File: src/rtl/apb_master_bridge.sv
// APB requester: takes single valid/ready requests, decodes the slave from the address,
// runs the SETUP/ACCESS handshake with a PREADY timeout and returns a one-cycle response.
//
// state  | meaning
// IDLE   | req_ready high; accept a request or answer unmapped addresses directly
// SETUP  | PSEL asserted, PENABLE low, lasts one cycle
// ACCESS | PENABLE high, waiting on the selected PREADY or the timeout
module apb_master_bridge #(
    parameter int DATA_WIDTH      = 32,
    parameter int MAIN_ADDR_WIDTH = 32,
    parameter int SLAVE_NUM       = 2,
    parameter int SEL_LSB         = 8,
    parameter int TIMEOUT         = 16
) (
    input  logic                            PCLK,
    input  logic                            PRESET_n,
    input  logic                            req_valid,
    output logic                            req_ready,
    input  logic                            req_write,
    input  logic [MAIN_ADDR_WIDTH-1:0]      req_addr,
    input  logic [DATA_WIDTH-1:0]           req_wdata,
    input  logic [DATA_WIDTH/8-1:0]         req_strb,
    output logic                            rsp_valid,
    output logic [DATA_WIDTH-1:0]           rsp_rdata,
    output logic                            rsp_err,
    output logic [MAIN_ADDR_WIDTH-1:0]      PADDR,
    output logic [SLAVE_NUM-1:0]            PSEL,
    output logic                            PENABLE,
    output logic                            PWRITE,
    output logic [DATA_WIDTH-1:0]           PWDATA,
    output logic [DATA_WIDTH/8-1:0]         PSTRB,
    input  logic [SLAVE_NUM-1:0]            PREADY,
    input  logic [SLAVE_NUM*DATA_WIDTH-1:0] PRDATA
);

    localparam int STRB_W   = DATA_WIDTH / 8;
    localparam int SEL_BITS = (SLAVE_NUM > 1) ? $clog2(SLAVE_NUM) : 1;
    localparam int CNT_W    = $clog2(TIMEOUT + 1);

    typedef enum logic [1:0] {
        ST_IDLE   = 2'd0,
        ST_SETUP  = 2'd1,
        ST_ACCESS = 2'd2
    } state_t;

    state_t                     r_state, w_state_nxt;
    logic [CNT_W-1:0]           r_cnt, w_cnt_nxt;
    logic                       r_rsp_valid, w_rsp_valid_nxt;
    logic [DATA_WIDTH-1:0]      r_rsp_rdata, w_rsp_rdata_nxt;
    logic                       r_rsp_err, w_rsp_err_nxt;
    logic [MAIN_ADDR_WIDTH-1:0] r_paddr, w_paddr_nxt;
    logic [SLAVE_NUM-1:0]       r_psel, w_psel_nxt;
    logic                       r_penable, w_penable_nxt;
    logic                       r_pwrite, w_pwrite_nxt;
    logic [DATA_WIDTH-1:0]      r_pwdata, w_pwdata_nxt;
    logic [STRB_W-1:0]          r_pstrb, w_pstrb_nxt;

    logic [SEL_BITS-1:0]        w_idx;
    logic                       w_unmapped;
    logic [SLAVE_NUM-1:0]       w_psel_dec;
    logic                       w_pready;
    logic [DATA_WIDTH-1:0]      w_prdata;

    assign w_idx      = req_addr[SEL_LSB +: SEL_BITS];
    assign w_unmapped = (32'(w_idx) >= 32'(SLAVE_NUM));
    // PSEL is one-hot, so masking PREADY with it ignores every unselected slave
    assign w_pready   = |(PREADY & r_psel);

    always_comb begin
        w_psel_dec = '0;
        for (int i = 0; i < SLAVE_NUM; i++) begin
            w_psel_dec[i] = (w_idx == SEL_BITS'(i));
        end
    end

    always_comb begin
        w_prdata = '0;
        for (int i = 0; i < SLAVE_NUM; i++) begin
            if (r_psel[i]) begin
                w_prdata = PRDATA[i*DATA_WIDTH +: DATA_WIDTH];
            end
        end
    end

    always_comb begin
        w_state_nxt     = r_state;
        w_cnt_nxt       = r_cnt;
        w_rsp_valid_nxt = 1'b0;
        w_rsp_rdata_nxt = r_rsp_rdata;
        w_rsp_err_nxt   = r_rsp_err;
        w_paddr_nxt     = r_paddr;
        w_psel_nxt      = r_psel;
        w_penable_nxt   = r_penable;
        w_pwrite_nxt    = r_pwrite;
        w_pwdata_nxt    = r_pwdata;
        w_pstrb_nxt     = r_pstrb;

        case (r_state)
            ST_IDLE: begin
                if (req_valid) begin
                    if (w_unmapped) begin
                        w_rsp_valid_nxt = 1'b1;
                        w_rsp_err_nxt   = 1'b1;
                        w_rsp_rdata_nxt = '0;
                    end else begin
                        w_state_nxt   = ST_SETUP;
                        w_psel_nxt    = w_psel_dec;
                        w_penable_nxt = 1'b0;
                        w_paddr_nxt   = req_addr;
                        w_pwrite_nxt  = req_write;
                        w_pwdata_nxt  = req_wdata;
                        w_pstrb_nxt   = req_write ? req_strb : '0;
                    end
                end
            end
            ST_SETUP: begin
                w_state_nxt   = ST_ACCESS;
                w_penable_nxt = 1'b1;
                w_cnt_nxt     = CNT_W'(1);
            end
            ST_ACCESS: begin
                if (w_pready) begin
                    w_rsp_valid_nxt = 1'b1;
                    w_rsp_err_nxt   = 1'b0;
                    w_rsp_rdata_nxt = r_pwrite ? '0 : w_prdata;
                    w_psel_nxt      = '0;
                    w_penable_nxt   = 1'b0;
                    w_pstrb_nxt     = '0;
                    w_state_nxt     = ST_IDLE;
                end else if (r_cnt == CNT_W'(TIMEOUT)) begin
                    w_rsp_valid_nxt = 1'b1;
                    w_rsp_err_nxt   = 1'b1;
                    w_rsp_rdata_nxt = '0;
                    w_psel_nxt      = '0;
                    w_penable_nxt   = 1'b0;
                    w_pstrb_nxt     = '0;
                    w_state_nxt     = ST_IDLE;
                end else begin
                    w_cnt_nxt = r_cnt + CNT_W'(1);
                end
            end
            default: begin
                w_state_nxt   = ST_IDLE;
                w_psel_nxt    = '0;
                w_penable_nxt = 1'b0;
            end
        endcase
    end

    always_ff @(posedge PCLK or negedge PRESET_n) begin
        if (!PRESET_n) begin
            r_state     <= ST_IDLE;
            r_cnt       <= '0;
            r_rsp_valid <= 1'b0;
            r_rsp_rdata <= '0;
            r_rsp_err   <= 1'b0;
            r_paddr     <= '0;
            r_psel      <= '0;
            r_penable   <= 1'b0;
            r_pwrite    <= 1'b0;
            r_pwdata    <= '0;
            r_pstrb     <= '0;
        end else begin
            r_state     <= w_state_nxt;
            r_cnt       <= w_cnt_nxt;
            r_rsp_valid <= w_rsp_valid_nxt;
            r_rsp_rdata <= w_rsp_rdata_nxt;
            r_rsp_err   <= w_rsp_err_nxt;
            r_paddr     <= w_paddr_nxt;
            r_psel      <= w_psel_nxt;
            r_penable   <= w_penable_nxt;
            r_pwrite    <= w_pwrite_nxt;
            r_pwdata    <= w_pwdata_nxt;
            r_pstrb     <= w_pstrb_nxt;
        end
    end

    assign req_ready = (r_state == ST_IDLE);
    assign rsp_valid = r_rsp_valid;
    assign rsp_rdata = r_rsp_rdata;
    assign rsp_err   = r_rsp_err;
    assign PADDR     = r_paddr;
    assign PSEL      = r_psel;
    assign PENABLE   = r_penable;
    assign PWRITE    = r_pwrite;
    assign PWDATA    = r_pwdata;
    assign PSTRB     = r_pstrb;

endmodule

File: config.mk
export PLATFORM = sky130hd
export DESIGN_NAME = apb_master_bridge
export DESIGN_NICKNAME = d
export VERILOG_FILES = /design/src/rtl/apb_master_bridge.sv
export SDC_FILE = /design/constraint.sdc
export NUM_CORES = 1
export LEC_CHECK = 0
export BUFFER_PORTS_ARGS = -buffer_cell sky130_fd_sc_hd__buf_4
export CAP_MARGIN = 40
export CORE_AREA = 2 2 112 114
export CTS_CLUSTER_DIAMETER = 200
export DETAILED_ROUTE_END_ITERATION = 8
export DIE_AREA = 0 0 114 116
export PLACE_DENSITY = 0.71
export SYNTH_ARGS = -nofsm -noshare
export SYNTH_HDL_FRONTEND = slang
export SYNTH_SLANG_ARGS = --single-unit
File: constraint.sdc
create_clock -name PCLK -period 1.5 [get_ports PCLK]
set_input_delay 0.075 -clock PCLK [delete_from_list [all_inputs] [get_ports PCLK]]
set_output_delay 0.075 -clock PCLK [all_outputs]
set_load 0.01 [all_outputs]
==> After elaboration in Yosys (flattened, before gate mapping) <==
Index checks and enable logic that the tools add are counted.
{ "totals": {"rom_bits": 0, "latch_bits": 0, "ram_bits": 0, "elab_cells": 61, "in_bits": 138, "out_inout_bits": 107, "reg_bits": 113, "memories": 0} }
{ "op_classes": {"order_cmp": 0, "n_eq_ne": 7, "add_sub_neg": 1, "div": 0, "shifts": 0, "muxes": 28, "n_bitwise": 3, "n_reduce_logical": 11, "multipliers": 0} }
{ "ops": {"columns": ["operator", "count"], "rows": [
  ["2-to-1 mux 32 bit", 5],
  ["2-to-1 mux 4 bit", 4],
  ["case mux 2 bit (3 select lines)", 2],
  ["2-to-1 mux 5 bit", 2],
  ["case mux 5 bit (2 select lines)", 1],
  ["AND reduction 3 bit", 3],
  ["2-to-1 mux 1 bit", 8],
  ["2-to-1 mux 2 bit", 4],
  ["case mux 4 bit (2 select lines)", 1],
  ["inequality test 2 bit, second input constant", 3],
  ["AND reduction 2 bit", 3],
  ["nonzero test 2 bit", 3],
  ["adder 5 x 1 -> 5 bit, second input constant", 1],
  ["equality test 5 bit, second input constant", 1],
  ["inequality test 3 bit, second input constant", 1],
  ["case mux 1 bit (3 select lines)", 1],
  ["bitwise AND 2 bit", 1],
  ["equality test 2 x 1 -> 1 bit, second input constant", 1],
  ["equality test 2 bit, second input constant", 1],
  ["zero test 2 bit", 1],
  ["inverter 1 bit", 2],
  ["OR reduction 2 bit", 1]
]} }

==> Logic depth before layout (Yosys ltp) <==
Gate-level depths: netlist of the first run.
{ "logic_depth": {"ltp_word": 4, "mapped_depth": 6, "mapped_depth_nobuf": 5} }

==> Least setup slack after synthesis of the first run <==
Ideal clock, no wire load.
{ "synth_timing": {"path_type": "flip-flop to flip-flop", "start": "register r_state[1]", "end": "register r_paddr[0] (netlist: PADDR[0])", "t_required_ps": 1375, "arrival_ps": 1409, "path_slack_ps": -34, "stages_incl_launch_ff": 7, "n_path_buf": 2, "setup_ps": 125, "period_less_slack_ps": 1534, "path_cell_list": "dfrtp_1 -> nor2_2 -> nand2_2 -> inv_2 -> buf_6 -> buf_6 -> mux2_4"} }
{ "synth_via": {"elab_chain_cells": 2} }
{ "synth_rtl": {"columns": ["element", "line_no", "rtl"], "rows": [
  ["start, declared", "46", "state_t r_state, w_state_nxt;"],
  ["start signal, assigned", "164", "r_state <= w_state_nxt;"],
  ["zero test 2 bit", null, null],
  ["named net req_ready", "18", "output logic req_ready,"],
  ["AND reduction 2 bit (no line)", null, null],
  ["end signal, assigned", "169", "r_paddr <= w_paddr_nxt;"],
  ["end, declared", "51", "logic [MAIN_ADDR_WIDTH-1:0] r_paddr, w_paddr_nxt;"]
]} }
The timed path passes the listed nets, and every way through them passes these cells.
A chain may end at the register's enable or synchronous reset.

==> Worst setup path in the final report of the first run <==
{ "layout_timing": {"start": "register r_psel[1] (netlist: PSEL[1])", "end": "register r_rsp_rdata[8] (netlist: rsp_rdata[8])"} }
{ "layout_via": {"elab_chain_cells": 4} }
{ "layout_rtl": {"columns": ["element", "line_no", "rtl"], "rows": [
  ["start, declared", "52", "logic [SLAVE_NUM-1:0] r_psel, w_psel_nxt;"],
  ["start signal, assigned", "170", "r_psel <= w_psel_nxt;"],
  ["bitwise AND 2 bit", "67", "assign w_pready = |(PREADY & r_psel);"],
  ["OR reduction 2 bit", "67", null],
  ["nonzero test 2 bit (no line)", null, null],
  ["AND reduction 2 bit (no line)", null, null],
  ["end signal, assigned", "167", "r_rsp_rdata <= w_rsp_rdata_nxt;"],
  ["end, declared", "49", "logic [DATA_WIDTH-1:0] r_rsp_rdata, w_rsp_rdata_nxt;"]
]} }
Parallel ways exist; a longest one is shown, timed or not.

==> results of run 1 <==
==> layout make-up <==
class	count	area share
sequential	112	0.341
timing repair buffer	348	0.358
multi-input combinational	183	0.239
inverter	7	0.00380
clock inverter	4	0.00851
clock buffer	11	0.0283
tap	147	0.0224
==> where the power goes <==
group	switching (mW)	total, mW	internal [mW]	leakage, nW
registers	0.992	5.39	4.40	1.39
clock network	1.07	2.52	1.45	0.149
logic	3.19	7.56	4.37	2.43
total	5.25	15.5	10.2	3.97
==> sequential cells by signal, indices dropped and copies added (netlist names) <==
register and count:
PADDR 32, PSEL 2, PSTRB 4, PWDATA 32, PWRITE 1, r_cnt 5, r_state 2, rsp_err 1
rsp_rdata 32, rsp_valid 1
==> worst max-delay path by stage <==
stage,start,to,cells after the start
after floorplan,r_state[1],PADDR[0],6
after global placement,PSEL[0],rsp_rdata[4],3
after detailed placement,r_cnt[0],rsp_rdata[3],6
after CTS,r_cnt[0],rsp_rdata[23],7
after global routing,r_cnt[1],rsp_rdata[0],7
final,PSEL[1],rsp_rdata[8],5
==> stage by stage <==
step | cells | hold WS, ps
6_report | 812 | 12.0
5_1_grt | 812 | 18.1
4_1_cts | 810 | 2.17
3_5_place_dp | 723 | 25.7
3_3_place_gp | 722 | 25.3
2_1_floorplan | 324 | -221
==> tightest hold or removal path: cells and delay by family <==
| family | cells | cell delay, ps |
|---|---|---|
| buffers and inverters | 1 | 80 |
| AO/OA/AOI/OAI | 2 | 170 |
==> synth_stat cells, drive strengths merged, types with 3 or more instances <==
cell     number  area share
a21oi         5      0.0052
mux2         64        0.18
buf          15       0.027
nand2         3      0.0029
clkbuf        7      0.0055
dfrtp       112        0.58
nand2b        3      0.0039
inv           7      0.0055
nand3         4      0.0042
o2bb2ai      32       0.063
a22oi        33       0.051
a32o          4      0.0083
o21ai         3      0.0055
==> repair_timing <==
item | 4_1_cts | 5_1_grt
endpoints found under the hold margin | 92 | 0
pin swaps | 1 | 3
buffers inserted | 3 | 1
resized for setup | 3 | 27
endpoints found under the setup margin | 42 | 60
hold buffers | 69 | 0
cloned | 0 | 1
==> metal layers <==
metal / wire length [µm] / vias to the layer above / track usage
met5: 0 / - / 0
met4: 456 / 0 / 0.0951
met3: 1440 / 32 / 0.0826
met2: 7880 / 205 / 0.405
met1: 5920 / 2064 / 0.261
li1: - / 1900 / -
==> kinds of logic (layout without fill, tap and decap cells) <==
kind of cell             Yosys count  count (layout)  synth area share
multiplexers                      64              64             0.180
XOR/XNOR                           2               2           0.00364
buffers and inverters             29             370            0.0382
AO/OA/AOI/OAI                     89              89             0.155
adder cells (fa/ha/maj)            2               2           0.00519
flip-flops                       112             112             0.582
AND/OR/NAND/NOR                   26              26            0.0364
==> out/results.tsv, run 1 <==
metric	value	unit
outcome	completed	
Initial DRC Count	187	
fin nets	801	
hold path depth	3	
clock buffer depth	2	
first-pass GRT wire length	23400	µm
fill cell count	822	
max cap viols	0	
routability cong.	0.794	
Slew HR	0.734	
fin util	0.691	
asr flop ratio synth	1.00	
FF/Latch Area	2800	µm²
EDFF count, synth	0	
Endpoint, Worst Hold	rsp_rdata[13]	
Setup WS post-layout	28.5	ps
synth unique cells	45	
share of cells above drive strength 1	0.585	
Final Hold Fails	0	
Die Ht	116	µm
GRT Total Usage	0.233	
vias	4201	
pin count of the biggest net entering global routing	45	
top_reg_cell synth	dfrtp_1	
number of synthesized register bits	112	
required time of the critical path	1720	ps
reg-to-reg startpoint	PSEL[1]	
routed len/inst	19.3	µm
CTS buffer count	9	
Setup Skew	6.52	ps
CP Buf/Inv Count	2	
crit path max fanout	32	
min Tclk post-route	1470	ps
multi-input logic area	1960	µm²
Yosys warnings	0	
total global routing overflow	0	
post-route design area	8230	µm²
setup violators final	0	
RSZ-0062 raised after global routing	true	
Fmax	680	MHz
peak supply drop	1.09	mV
most common cell after layout, fill and taps aside	buf_4	
Hold WC Path Type	input pin to flop	
vias per std cell	5.17	
Cell Chain, Critical Path	a22o_4 -> buf_4 -> nand3b_1 -> buf_12 -> o2bb2ai_1	
Initial Util	0.404	
Overall Power	15.5	mW
Critical Path Start Type	flop	
H-Tree Depth	3	
Die W	114	µm
register area share after synthesis	0.582	
Layout area overhead	70.8	%
Final ANT Viol Nets	0	
clk root buf	clkbuf_16	
Clk pin slew, worst setup/hold paths	70	ps
WS Path Type	flop to flop	
Sink Count	112	
CTS tree	yes	
Core Box Area	11900	µm²
CP delay by family, top	flip-flops	
R2R cell count	5	
total wire length	15700	µm
actual slew at the worst max-slew pin	397	ps
DRC violations left	0	
P_leak	3.97	nW
pre-CTS setup slack	-300	ps
Mapped Area	4820	µm²
Tcrit/Tclk final	0.981	
CP max-delay cell	dfrtp_1	
Antenna diodes	0	
power per cell area	1880	nW/µm²
Syn Inst Count	324	
Worst R2R Setup Slack	30	ps
number of global-route vias before repair	4436	
antenna violations before repair	0	
Setup crit end kind	flop	
Site Rows	40	
IO Count	245	
commonest non-fill, non-tap cells in the layout	buf_4, dfrtp_1, dlygate4sd3_1, mux2_4, a22oi_1	
Max Slew Vio Count	0	
Setup TNS	0	ps
WP data arrival	1690	ps
Port-buffer cells	244	
1st-pass router iterations	4	
Avg Cell Area, Syn	14.9	µm²
synthesized net count	464	
die area	13200	µm²
Cell Area, Placed	7000	µm²
FF-to-FF End	rsp_rdata[8]	
Slowest Stage Delay on Critical Path	420	ps
Clk Latency, worst-skew pair	350	ps
detailed placer's ending HPWL	10200	µm
Hold Startpoint	PRDATA[13]	
No activity file was read; power rests on OpenSTA's default activity.
==> run 2, diff against run 1 <==
CORE_AREA = 2 2 143 89   (was 2 2 112 114)
DIE_AREA = 0 0 145 91   (was 0 0 114 116)
PLACE_DENSITY = 0.72   (was 0.71)
==> run 2 against run 1 <==
The run now ends with setup timing left. Largest cell class unchanged. Final cell count grew 2.1%. Critical endpoint is now PSTRB[2]. Sequential share of layout area grew 0.19 points. Largest power group unchanged. Highest routed layer unchanged. Critical path depth grew 2.
==> out/results.tsv, run 2 (synthesized netlist as in run 1, its figures left out) <==
metric	value	unit	change
1st-pass router iterations	4		unchanged
detailed placer's ending HPWL	9600	µm	-5.8%
actual slew at the worst max-slew pin	429	ps	+32.0 ps
die area	13200	µm²	-0.22%
met1 global-route usage	0.271		+0.00924
Hold WC Path Type	input pin to flop		
Initial DRC Count	123		-34%
antenna violations before repair	0		unchanged
Cells after DPL	729		+0.83%
pin count of the biggest net entering global routing	64		+42%
WP data arrival	1790	ps	+100 ps
power per cell area	1890	nW/µm²	+0.48%
share of cells above drive strength 1	0.571		-0.0142
CTS buffer count	9		unchanged
H-Tree Depth	3		unchanged
Cell Area, Placed	6920	µm²	-1.1%
Core Box Area	11800	µm²	-0.68%
Clk pin slew, worst setup/hold paths	80	ps	about the same
Initial Util	0.407		+0.00278
Max Slew Vio Count	0		unchanged
vias per std cell	4.95		-4.3%
Final ANT Viol Nets	0		unchanged
commonest non-fill, non-tap cells in the layout	buf_4, dfrtp_1, dlygate4sd3_1, mux2_4, a22oi_1		
Layout area overhead	69.9	%	
Setup Skew	11.5	ps	+4.93 ps
fin util	0.692		+0.000837
Tcrit/Tclk final	1.04		+0.0579
Port-buffer cells	244		unchanged
Fmax	642	MHz	-5.6%
Antenna diodes	0		unchanged
Clk Latency, worst-skew pair	340	ps	about the same
fin nets	799		-0.25%
clock buffer depth	2		unchanged
Slew HR	0.713		-0.0207
crit path max fanout	4		-88%
Setup WS post-layout	-58.4	ps	-86.9 ps
routability cong.	0.819		+3.2%
fill cell count	814		-0.97%
multi-input logic area	1930	µm²	-1.5%
outcome	finished, violations left		
setup violators final	14		+14
Sink Count	112		unchanged
most common cell after layout, fill and taps aside	buf_4		
routed len/inst	18.0	µm	-6.8%
post-route design area	8180	µm²	-0.56%
peak supply drop	1.04	mV	-4.4%
vias	4106		-2.3%
CTS tree	yes		
worst hold slack	15.6	ps	+3.65 ps
Critical Path Start Type	flop		
Non-Filler Instances	829		+2.1%
first-pass GRT wire length	23800	µm	+1.7%
IO Count	245		unchanged
Site Rows	31		-23%
Final Hold Fails	0		unchanged
required time of the critical path	1740	ps	+20 ps
number of global-route vias before repair	4585		+3.4%
RSZ-0062 raised after global routing	true		
Die Ht	91	µm	-22%
DRC violations left	0		unchanged
met2 Use GR	0.389		-0.0163
Setup crit end kind	flop		
GR peak layer	met2		
failing checks	setup timing		
min Tclk post-route	1560	ps	+86.9 ps
Die W	145	µm	+27%
total wire length	14900	µm	-4.8%
FF/Latch Area	2800	µm²	unchanged
total global routing overflow	0		unchanged
WS Path Type	flop to flop		
max cap viols	0		unchanged
P_leak	3.98	nW	+0.42%
clk root buf	clkbuf_16		
M3 GR Usage	0.0819		-0.000726
GRT Total Usage	0.225		-0.00782
run 2: cell types whose count changed in the layout (fill, tap and decap cells not counted), sizes merged:
cell,change
inv,+4
buf,-1
clkinv,-2
clkbuf,-2
run 2: layer usage:
| metal | vias to the layer above | wire length (µm) |
|---|---|---|
| li1 | 1887 | - |
| met1 | 2024 | 6060 |
| met2 | 174 | 7430 |
| met3 | 21 | 1210 |
| met4 | 0 | 242 |
| met5 | - | 0 |
run 2: area by class of cell:
class | count | share of cell area
repair buffers | 346 | 0.351
flip-flops and latches | 112 | 0.343
multi-input cells | 183 | 0.236
clock buffers | 10 | 0.0292
well taps | 165 | 0.0252
clock inverters | 6 | 0.0119
inverters | 7 | 0.00352
run 2: final timing paths:
path                               start       endpoint  slack, ps  cells past startpoint
max                             r_cnt[1]       PSTRB[2]        -60                      7
min reg2reg                rsp_rdata[21]  rsp_rdata[21]        490                      1
min                           PRDATA[16]  rsp_rdata[16]         20                      3
min in group asynchronous       PRESET_n      PWDATA[9]         90                      2
max reg2reg                     r_cnt[1]       PSTRB[2]        -60                      7
max in group asynchronous       PRESET_n       r_cnt[4]        830                      3
run 2: worst max-delay path, cell delays in order (launching register included):
cell and delay (ps):
dfrtp_1 390, inv_1 80, ha_2 190, and4bb_4 270, o21ai_4 70, buf_6 130, buf_6 110, a32o_1 210
run 2: power breakdown:
part | internal [mW] | switching (mW)
clock network | 1.54 | 1.14
logic | 4.37 | 3.08
registers | 4.39 | 0.941
total | 10.3 | 5.16
run 2: metrics by stage:
stage	power (mW)	setup TNS [ps]	setup slack, ps
floorplan	8.77	0	4.41
global placement	11.9	-5780	-210
detailed placement	12.1	-1130	-59.9
CTS	15.3	-157	-39.4
global route	16.3	-1600	-105
finish	15.5	-278	-58.4
run 2: what timing repair did:
action | 4_1_cts | 5_1_grt
resized for setup | 5 | 25
buffers inserted | 15 | 2
gates cloned | 1 | 0
hold buffers | 69 | 0
endpoints found under the setup margin | 33 | 48
hold endpoints to repair | 180 | 0
pin swaps | 7 | 3
